File: config.mk
export PLATFORM = sky130hd
export DESIGN_NAME = huffman_gen
export DESIGN_NICKNAME = d
export VERILOG_FILES = /design/src/rtl/huffman_gen.sv
export SDC_FILE = /design/constraint.sdc
export NUM_CORES = 1
export LEC_CHECK = 0
export ABC_AREA = 1
export CAP_MARGIN = 30
export CORE_MARGIN = 1
export CORE_UTILIZATION = 54
export CTS_CLUSTER_DIAMETER = 120
export DETAILED_ROUTE_END_ITERATION = 8
export GPL_TIMING_DRIVEN = 0
export PLACE_DENSITY = 0.77
export SYNTH_ARGS = -nofsm -noshare
export SYNTH_HDL_FRONTEND = slang
export SYNTH_SLANG_ARGS = --single-unit
File: constraint.sdc
create_clock -name clk -period 3.34 [get_ports clk]
set_input_delay 0.501 -clock clk [delete_from_list [all_inputs] [get_ports clk]]
set_output_delay 0.501 -clock clk [all_outputs]
set_load 0.01 [all_outputs]
File: src/rtl/huffman_gen.sv
// Frame-based symbol histogram followed by an iterative Huffman code builder.
// Counts symbols 1..NSYM over one valid burst, then emits per-symbol codes and masks.
module huffman_gen #(
  parameter int NSYM = 6,
  parameter int CW   = 8,
  parameter int LW   = 8
) (
  input  logic                 clk,
  input  logic                 reset,
  input  logic                 gray_valid,
  input  logic [7:0]           gray_data,
  output logic                 busy,
  output logic                 CNT_valid,
  output logic [NSYM*CW-1:0]   CNT,
  output logic                 code_valid,
  output logic [NSYM*LW-1:0]   HC,
  output logic [NSYM*LW-1:0]   M,
  output logic                 err
);

  localparam int WW = CW + 3;
  localparam int IW = (NSYM > 1) ? $clog2(NSYM) : 1;
  localparam int DW = $clog2(LW + 1);
  localparam logic [IW-1:0] LAST_SLOT  = IW'(NSYM - 1);
  localparam logic [IW-1:0] LAST_ROUND = IW'(NSYM - 2);

  localparam logic [2:0] IDLE     = 3'd0;
  localparam logic [2:0] COUNT    = 3'd1;
  localparam logic [2:0] OUT_CNT  = 3'd2;
  localparam logic [2:0] FIND     = 3'd3;
  localparam logic [2:0] MERGE    = 3'd4;
  localparam logic [2:0] CODE     = 3'd5;
  localparam logic [2:0] OUT_CODE = 3'd6;

  logic [2:0]      state_q, state_d;
  logic [IW-1:0]   scan_q, scan_d, round_q, round_d;
  logic            have1_q, have1_d, have2_q, have2_d;
  logic [IW-1:0]   m1_q, m1_d, m2_q, m2_d;
  logic [CW-1:0]   cnt_q [NSYM];
  logic [CW-1:0]   cnt_d [NSYM];
  logic [WW-1:0]   w_q   [NSYM];
  logic [WW-1:0]   w_d   [NSYM];
  logic [NSYM-1:0] mem_q [NSYM];
  logic [NSYM-1:0] mem_d [NSYM];
  logic [NSYM-1:0] act_q, act_d, set1_q, set1_d, set2_q, set2_d;
  logic [DW-1:0]   dep_q [NSYM];
  logic [DW-1:0]   dep_d [NSYM];
  logic [LW-1:0]   hc_q  [NSYM];
  logic [LW-1:0]   hc_d  [NSYM];
  logic [LW-1:0]   mk_q  [NSYM];
  logic [LW-1:0]   mk_d  [NSYM];
  logic            err_q, err_d;
  logic [IW-1:0]   lo, hi;

  logic                cnt_vld_q, code_vld_q, err_o_q;
  logic [NSYM*CW-1:0]  cnt_o_q;
  logic [NSYM*LW-1:0]  hc_o_q, m_o_q;

  function automatic logic [CW-1:0] sat_inc(input logic [CW-1:0] c);
    return (&c) ? c : c + 1'b1;
  endfunction

  // Lower weight ranks lower; on equal weight the higher slot (larger smallest member) ranks lower.
  function automatic logic ranks_below(input logic [WW-1:0] wa, input logic [IW-1:0] ia,
                                       input logic [WW-1:0] wb, input logic [IW-1:0] ib);
    return (wa < wb) || ((wa == wb) && (ia > ib));
  endfunction

  always_comb begin
    state_d = state_q;
    scan_d  = scan_q;
    round_d = round_q;
    have1_d = have1_q;
    have2_d = have2_q;
    m1_d    = m1_q;
    m2_d    = m2_q;
    cnt_d   = cnt_q;
    w_d     = w_q;
    mem_d   = mem_q;
    act_d   = act_q;
    set1_d  = set1_q;
    set2_d  = set2_q;
    dep_d   = dep_q;
    hc_d    = hc_q;
    mk_d    = mk_q;
    err_d   = err_q;
    lo      = '0;
    hi      = '0;

    if (state_q == IDLE) begin
      for (int k = 0; k < NSYM; k++) begin
        cnt_d[k] = '0;
        dep_d[k] = '0;
        hc_d[k]  = '0;
        mk_d[k]  = '0;
      end
      err_d = 1'b0;
    end

    if ((state_q == IDLE || state_q == COUNT) && gray_valid) begin
      for (int k = 0; k < NSYM; k++) begin
        if (gray_data == 8'(k + 1)) begin
          if (&cnt_d[k]) err_d = 1'b1;
          cnt_d[k] = sat_inc(cnt_d[k]);
        end
      end
    end

    case (state_q)
      IDLE:    if (gray_valid) state_d = COUNT;
      COUNT:   if (!gray_valid) state_d = OUT_CNT;
      OUT_CNT: begin
        for (int k = 0; k < NSYM; k++) begin
          w_d[k]   = WW'(cnt_q[k]);
          mem_d[k] = NSYM'(1) << k;
        end
        act_d   = '1;
        scan_d  = '0;
        round_d = '0;
        have1_d = 1'b0;
        have2_d = 1'b0;
        state_d = FIND;
      end
      FIND: begin
        if (act_q[scan_q]) begin
          if (!have1_q || ranks_below(w_q[scan_q], scan_q, w_q[m1_q], m1_q)) begin
            m2_d    = m1_q;
            have2_d = have1_q;
            m1_d    = scan_q;
            have1_d = 1'b1;
          end else if (!have2_q || ranks_below(w_q[scan_q], scan_q, w_q[m2_q], m2_q)) begin
            m2_d    = scan_q;
            have2_d = 1'b1;
          end
        end
        if (scan_q == LAST_SLOT) state_d = MERGE;
        else                     scan_d  = scan_q + 1'b1;
      end
      MERGE: begin
        // The merged node lives in the lower slot, keeping slot index equal to its smallest member.
        lo         = (m1_q < m2_q) ? m1_q : m2_q;
        hi         = (m1_q < m2_q) ? m2_q : m1_q;
        set1_d     = mem_q[m1_q];
        set2_d     = mem_q[m2_q];
        w_d[lo]    = w_q[m1_q] + w_q[m2_q];
        mem_d[lo]  = mem_q[m1_q] | mem_q[m2_q];
        act_d[hi]  = 1'b0;
        state_d    = CODE;
      end
      CODE: begin
        for (int s = 0; s < NSYM; s++) begin
          if (set1_q[s] || set2_q[s]) begin
            if (dep_q[s] < DW'(LW)) begin
              mk_d[s] = mk_q[s] | (LW'(1) << dep_q[s]);
              if (set1_q[s]) hc_d[s] = hc_q[s] | (LW'(1) << dep_q[s]);
              dep_d[s] = dep_q[s] + 1'b1;
            end else begin
              err_d = 1'b1;
            end
          end
        end
        if (round_q == LAST_ROUND) begin
          state_d = OUT_CODE;
        end else begin
          round_d = round_q + 1'b1;
          scan_d  = '0;
          have1_d = 1'b0;
          have2_d = 1'b0;
          state_d = FIND;
        end
      end
      OUT_CODE: state_d = IDLE;
      default:  state_d = IDLE;
    endcase
  end

  always_ff @(posedge clk) begin
    if (reset) begin
      state_q    <= IDLE;
      scan_q     <= '0;
      round_q    <= '0;
      have1_q    <= 1'b0;
      have2_q    <= 1'b0;
      cnt_vld_q  <= 1'b0;
      code_vld_q <= 1'b0;
      err_o_q    <= 1'b0;
      cnt_o_q    <= '0;
      hc_o_q     <= '0;
      m_o_q      <= '0;
    end else begin
      state_q    <= state_d;
      scan_q     <= scan_d;
      round_q    <= round_d;
      have1_q    <= have1_d;
      have2_q    <= have2_d;
      cnt_vld_q  <= (state_q == COUNT) && !gray_valid;
      code_vld_q <= (state_q == CODE) && (round_q == LAST_ROUND);
      if ((state_q == COUNT) && !gray_valid) begin
        for (int k = 0; k < NSYM; k++) cnt_o_q[k*CW +: CW] <= cnt_d[k];
      end
      if ((state_q == CODE) && (round_q == LAST_ROUND)) begin
        for (int k = 0; k < NSYM; k++) begin
          hc_o_q[k*LW +: LW] <= hc_d[k];
          m_o_q[k*LW +: LW]  <= mk_d[k];
        end
        err_o_q <= err_d;
      end
    end
  end

  always_ff @(posedge clk) begin
    m1_q   <= m1_d;
    m2_q   <= m2_d;
    cnt_q  <= cnt_d;
    w_q    <= w_d;
    mem_q  <= mem_d;
    act_q  <= act_d;
    set1_q <= set1_d;
    set2_q <= set2_d;
    dep_q  <= dep_d;
    hc_q   <= hc_d;
    mk_q   <= mk_d;
    err_q  <= err_d;
  end

  assign busy       = (state_q != IDLE);
  assign CNT_valid  = cnt_vld_q;
  assign CNT        = cnt_o_q;
  assign code_valid = code_vld_q;
  assign HC         = hc_o_q;
  assign M          = m_o_q;
  assign err        = err_o_q;

endmodule

== Yosys cells after proc, flatten, opt, wreduce, memory -nomap -nowiden ==
Cells that the tools add are included.
Storage, ports and cells
  memories kept: 0
  latch bits: 0
  output and inout port bits: 148
  ROM bits: 0
  register bits after elaboration: 453
  bits in writable memories: 0
Cells by class
  equal/unequal tests: 23
  reductions and logical operators: 40
  bitwise logic cells: 19
  order comparisons: 19
  divide/modulo/power cells: 0
  add/subtract/negate cells: 15
  muxes and demuxes: 141
  $mul: 0
  shift operators: 6
Operator list (count)
  8-bit two-way mux: 42
  48-bit two-way mux: 6
  66-bit case mux with 2 select lines: 1
  11-bit binary-select mux with 3-bit select: 3
  8-bit OR: 12
  11-bit two-way mux: 7
  36-bit case mux with 2 select lines: 1
  66-bit bitwise mux: 1
  8-bit by 1-bit adder with 8-bit output (second input constant): 6
  24-bit two-way mux: 2
  4-bit two-way mux: 12
  8-bit AND reduction: 6
  1-bit by 4-bit << shifter with 8-bit output (first input constant): 6
  1-bit two-way mux: 37
  6-bit binary-select mux with 3-bit select: 2
  36-bit bitwise mux: 1
  11-bit demux with 3-bit select: 1
  3-bit two-way mux: 11
  6-bit two-way mux: 5
  4-bit by 1-bit adder with 4-bit output (second input constant): 6
  8-bit by 3-bit == test with 1-bit output (second input constant): 3
  4-bit less-than comparator (second input constant): 6
  11-bit == test: 2
  11-bit less-than comparator: 2
  36 further kinds: 82

== Longest topological paths before layout ==
  word-level depth: 31
  mapped depth: 19
  gate-level depth less buffers: 17

== Worst setup path before layout ==
No wires, ideal clock.
  path type: reg2reg
  start: register m2_q[0]
  end: register w_q[19] in the netlist's numbering, data pin
  cell stages (with the launch flop): 16
  setup slack: 0.227 ns
  data arrival time: 2.840 ns
  data required time: 3.068 ns
  setup time: 0.272 ns
  path buffers: 4
  cells stage by stage: edfxtp_1 > buf_2 > buf_2 > buf_2 > buf_2 > a21oi_1 > o21ai_0 > o21ai_0 > nand2_1 > nand2_1 > ha_1 > fa_1 > a21oi_1 > o21bai_1 > xor2_1 > a21oi_1
On the way
  longest elaborated chain between the ends: 9
Ends and longest elaborated chain
  from (decl): line 38  | logic [IW-1:0] m1_q, m1_d, m2_q, m2_d;
  from (signal assigned): line 213  | m2_q <= m2_d;
  3-bit less-than comparator: line 141  | lo = (m1_q < m2_q) ? m1_q : m2_q;
  3-bit two-way mux: line 141
  3-bit inverter with 4-bit output (implied by the code): line 145  | w_d[lo] = w_q[m1_q] + w_q[m2_q];
  4-bit greater-or-equal comparator (implied by the code) / 4-bit by 1-bit less-than comparator with 1-bit output (equally long branches): line 145
  1-bit logical AND (implied by the code): line 145
  11-bit two-way mux (implied by the code): line 145
  11-bit demux with 3-bit select: line 145
  66-bit bitwise mux *: line 145
  66-bit case mux with 2 select lines *: line 109  | case (state_q)
  to (signal assigned): line 215  | w_q <= w_d;
  to (decl): line 41  | logic [WW-1:0] w_q [NSYM];
Every way passes the cells marked *; elsewhere a longest branch is shown, timed or not. The select of a mux whose other input is x is not followed.
A chain may end at the register's enable or synchronous reset.

== Worst setup path after layout ==
  start: register scan_q[0]
  end: register m2_q[2], enable pin
On the way
  longest elaborated chain between the ends: 10
Ends and longest elaborated chain
  from (decl): line 36  | logic [IW-1:0] scan_q, scan_d, round_q, round_d;
  from (signal assigned): line 192  | scan_q <= scan_d;
  parallel branches: the longest is 9 deep, another holds 11-bit less-than comparator
  3-bit AND reduction (no source line) *
Every way passes the cells marked *. The select of a mux whose other input is x is not followed.

==> flow_summary_export.csv <==
group,metric,value,unit
global_routing,grt_use_total,0.3615,
worst_setup_path,cp-end-kind,"flip-flop",
floorplanning,fp.coreArea,41020,um^2
cts,root_buffer,"clkbuf_16",
min_path,holdCritPathClass,"flip-flop to flip-flop",
worst_setup_path,startpoint_type,"flip-flop",
placement,io_buffers,157,
placement,hpwl,57.22,mm
cts,cts_tree,"yes",
power,power_frac_seq,0.417,
global_routing,grt_pass1_wl,116.8,mm
route,viasPerCell,5.826,
cts,cts_sinks,453,
cts,clockBufferDepth,3,
global_routing,grt_pass1_vias,20350,
worst_setup_path,cp_data_arrival_time,3.61,ns
route,wl_per_cell,20.89,um
placement,gp_congestion,1.002,
floorplanning,design.portCount,159,
power,ir_drop,0.5227,mV
yosys,synth_compound_area_frac,0.2008,
sta,hold_viol_final,0,
power,p_total,14650,uW
sta,skew,0.04209,ns
global_routing,grt_antenna_before_repair,0,
route,detailroute.via_count,21780,
yosys,synth_nets,3051,
yosys,yosysUniqueCellTypes,53,
power,power.density,538.1,nW/um^2
yosys,synth_xor_area_frac,0.01432,
yosys,ys_top_cells_by_area,"dfxtp_1 29%, edfxtp_1 17%, o21ai_0 9.0%, inv_1 7.4%, nor2_1 7.0%",
cts,path_clk_slew,0.06,ns
sta,fin_setup_tns,0,ns
job,maxCapViolCount,0,
worst_setup_path,critical_path_class,"flip-flop to flip-flop",
yosys,syn_area,22550,um^2
power,pwr-share-comb,0.203,
sta,whs,0.4625,ns
worst_setup_path,worst_ep_required_time,3.64,ns
sta,period_minus_slack,3.306,ns
sta,rsz0062_at_grt,"yes",
layout,fillers,3378,
yosys,synth_top_family_by_area,"compound AO/OA/AOI/OAI gates",
sta,setup_violations,0,
route,drt_iter0_drc,2510,
cts,clk_latency,0.62,ns
route,drc,0,
floorplanning,rows,74,
yosys,syn_inst,2951,
power,p_sw_frac,0.3105,
global_routing,grt_max_degree,42,
layout,drive_gt1_frac,0.09485,
yosys,synthFlopType,"dfxtp_1",
floorplanning,initial_core_util,0.5497,
yosys,syn-mean-instance-area,7.640,um^2
sta,fmax,302.5,MHz
yosys,synth.mux.area_fraction,0,
floorplanning,dieArea,42570,um^2
floorplanning,fp.dieH,206.3,um
yosys,synth_adder_area_share,0.04972,
yosys,yosysSeqAreaShare,0.4582,
power,clockPowerShare,0.380,
cts,cts_buffers,48,
status,status,"finished, final reports clean",
power,intPower,10100,uW
power,power.switching,4549,uW
sta,worst_pin_slew,0.8447,ns
route,ant_nets,0,
floorplanning,chipWidth,206.3,um
sta,post-route-period-util,0.9899,
placement,post_dp_cell_area,24810,um^2
yosys,netlist.area_leader.share,0.2903,
worst_setup_path,critPathMaxFanout,10,
cts,h-tree-depth,2,
yosys,async_flop_share,0,
yosys,ys_ff_latch,453,
yosys,synthSimpleGateAreaFrac,0.1730,
layout,final_common_cell,"inv_1",
sta,relSlewSlack,0.4369,
yosys,yosysTopAreaCell,"dfxtp_1",
route,dr.pass1.iters,8,
layout,layout.nets,3269,
layout,syn_to_final_growth,20.77,%
sta,drv_slew,0,
layout,fin_area,27230,um^2
route,routed_wirelength,78.08,mm
yosys,synth_warnings,0,
global_routing,overflow,0,
yosys,synth-edff-count,126,
layout,most-common-layout-cells,"443 x inv_1, 416 x nor2_1, 386 x o21ai_0",
power,leakagePower,0.01155,uW
## cell families after synthesis
| logic type | count (synthesis) |
|---|---|
| flops | 453 |
| compound gates | 814 |
| xor+xnor | 36 |
| fa+ha+maj | 89 |
| simple gates | 958 |
| buf+inv | 601 |
## repair_timing
| action | 4_1_cts | 5_1_grt |
|---|---|---|
| hold buffers | 0 | 0 |
| resized for setup | 112 | 82 |
| buffers inserted | 10 | 3 |
| setup endpoints to repair | 129 | 122 |
| pin swaps | 11 | 8 |
## critical path, cell delays in order (launching register included)
cell and delay [ns]:
dfxtp_2 0.41, clkbuf_4 0.24, clkbuf_4 0.27, o21ai_0 0.12, o21ai_0 0.31, nand2_1 0.18, o21ai_0 0.21, ha_1 0.21
nand2_1 0.07, nor2_2 0.16, nand2_1 0.11, nor3_4 0.20, a21oi_1 0.14, nand2_2 0.14, nand2_1 0.13, nand2_2 0.13
## sequential cells by signal (all words and copies together) (netlist names), 3 cells and up
register  count
scan_q        3
set1_q        6
mk_q         48
HC           48
dep_q        24
M            48
w_q          66
mem_q        36
hc_q         48
m2_q          3
CNT          48
cnt_q        48
set2_q        6
state_q       3
round_q       3
m1_q          3
act_q         6
## final cells by class
cell class,count,area [um^2],area share
tap,532,665.6,0.02445
buffer,138,763.2,0.02803
sequential,453,10330,0.3795
clock inverter,20,183.9,0.006755
clock buffer,66,1476,0.05422
inverter,459,1732,0.06360
timing repair buffer,172,1754,0.06442
antenna,1,2.502,0.00009190
multi-input combinational,1897,10320,0.3790
## power groups by stage
stage	clock [uW]	sequential [uW]	combinational (uW)
floorplan	0	6180	1450
global placement	0	6220	2480
detailed placement	0	6220	2530
CTS	5600	6110	2750
global route	5810	6130	3130
finish	5570	6110	2970
## routing by layer
layer  GRT usage  share of wire  vias to the layer above
met5           0              0                        -
met4      0.1242          0.031                        0
met3     0.04557          0.086                      155
li1            -              -                    10180
met2      0.5811           0.46                     1079
met1      0.4996           0.43                    10370
## path summary, 6_finish.rpt
path                                              from                 to  slack, ns  cells after the start
worst max-delay path            scan_q[0]$_SDFFE_PP0P_  m2_q[2]$_DFFE_PP_       0.03                     15
worst min-delay path                  mk_q[27]$_DFF_P_   mk_q[27]$_DFF_P_       0.46                      2
worst max register to register  scan_q[0]$_SDFFE_PP0P_  m2_q[2]$_DFFE_PP_       0.03                     15
worst min register to register        mk_q[27]$_DFF_P_   mk_q[27]$_DFF_P_       0.46                      2
## stage by stage
stage                     setup WS (ns)    util  cells
after floorplan                  0.2272       -   2951
after global placement           -1.302  0.6042   3640
after detailed placement         -1.242  0.6048   3641
after CTS                      0.003773  0.6560   3734
after global routing           -0.08997  0.6638   3737
final                           0.03372  0.6638   3738
## synthesized netlist by cell type, types with 19 or more instances
cell type,n
edfxtp_1,126
a32oi_1,21
clkbuf_1,81
o21ai_0,406
nand2_1,383
o32ai_1,30
o22ai_1,76
a21oi_1,207
buf_2,46
dfxtp_1,327
nand4_1,20
nor2_1,423
inv_1,447
nor2_2,19
nand3_1,75
ha_1,88
xor2_1,27
(Power assumes the default switching activity.)
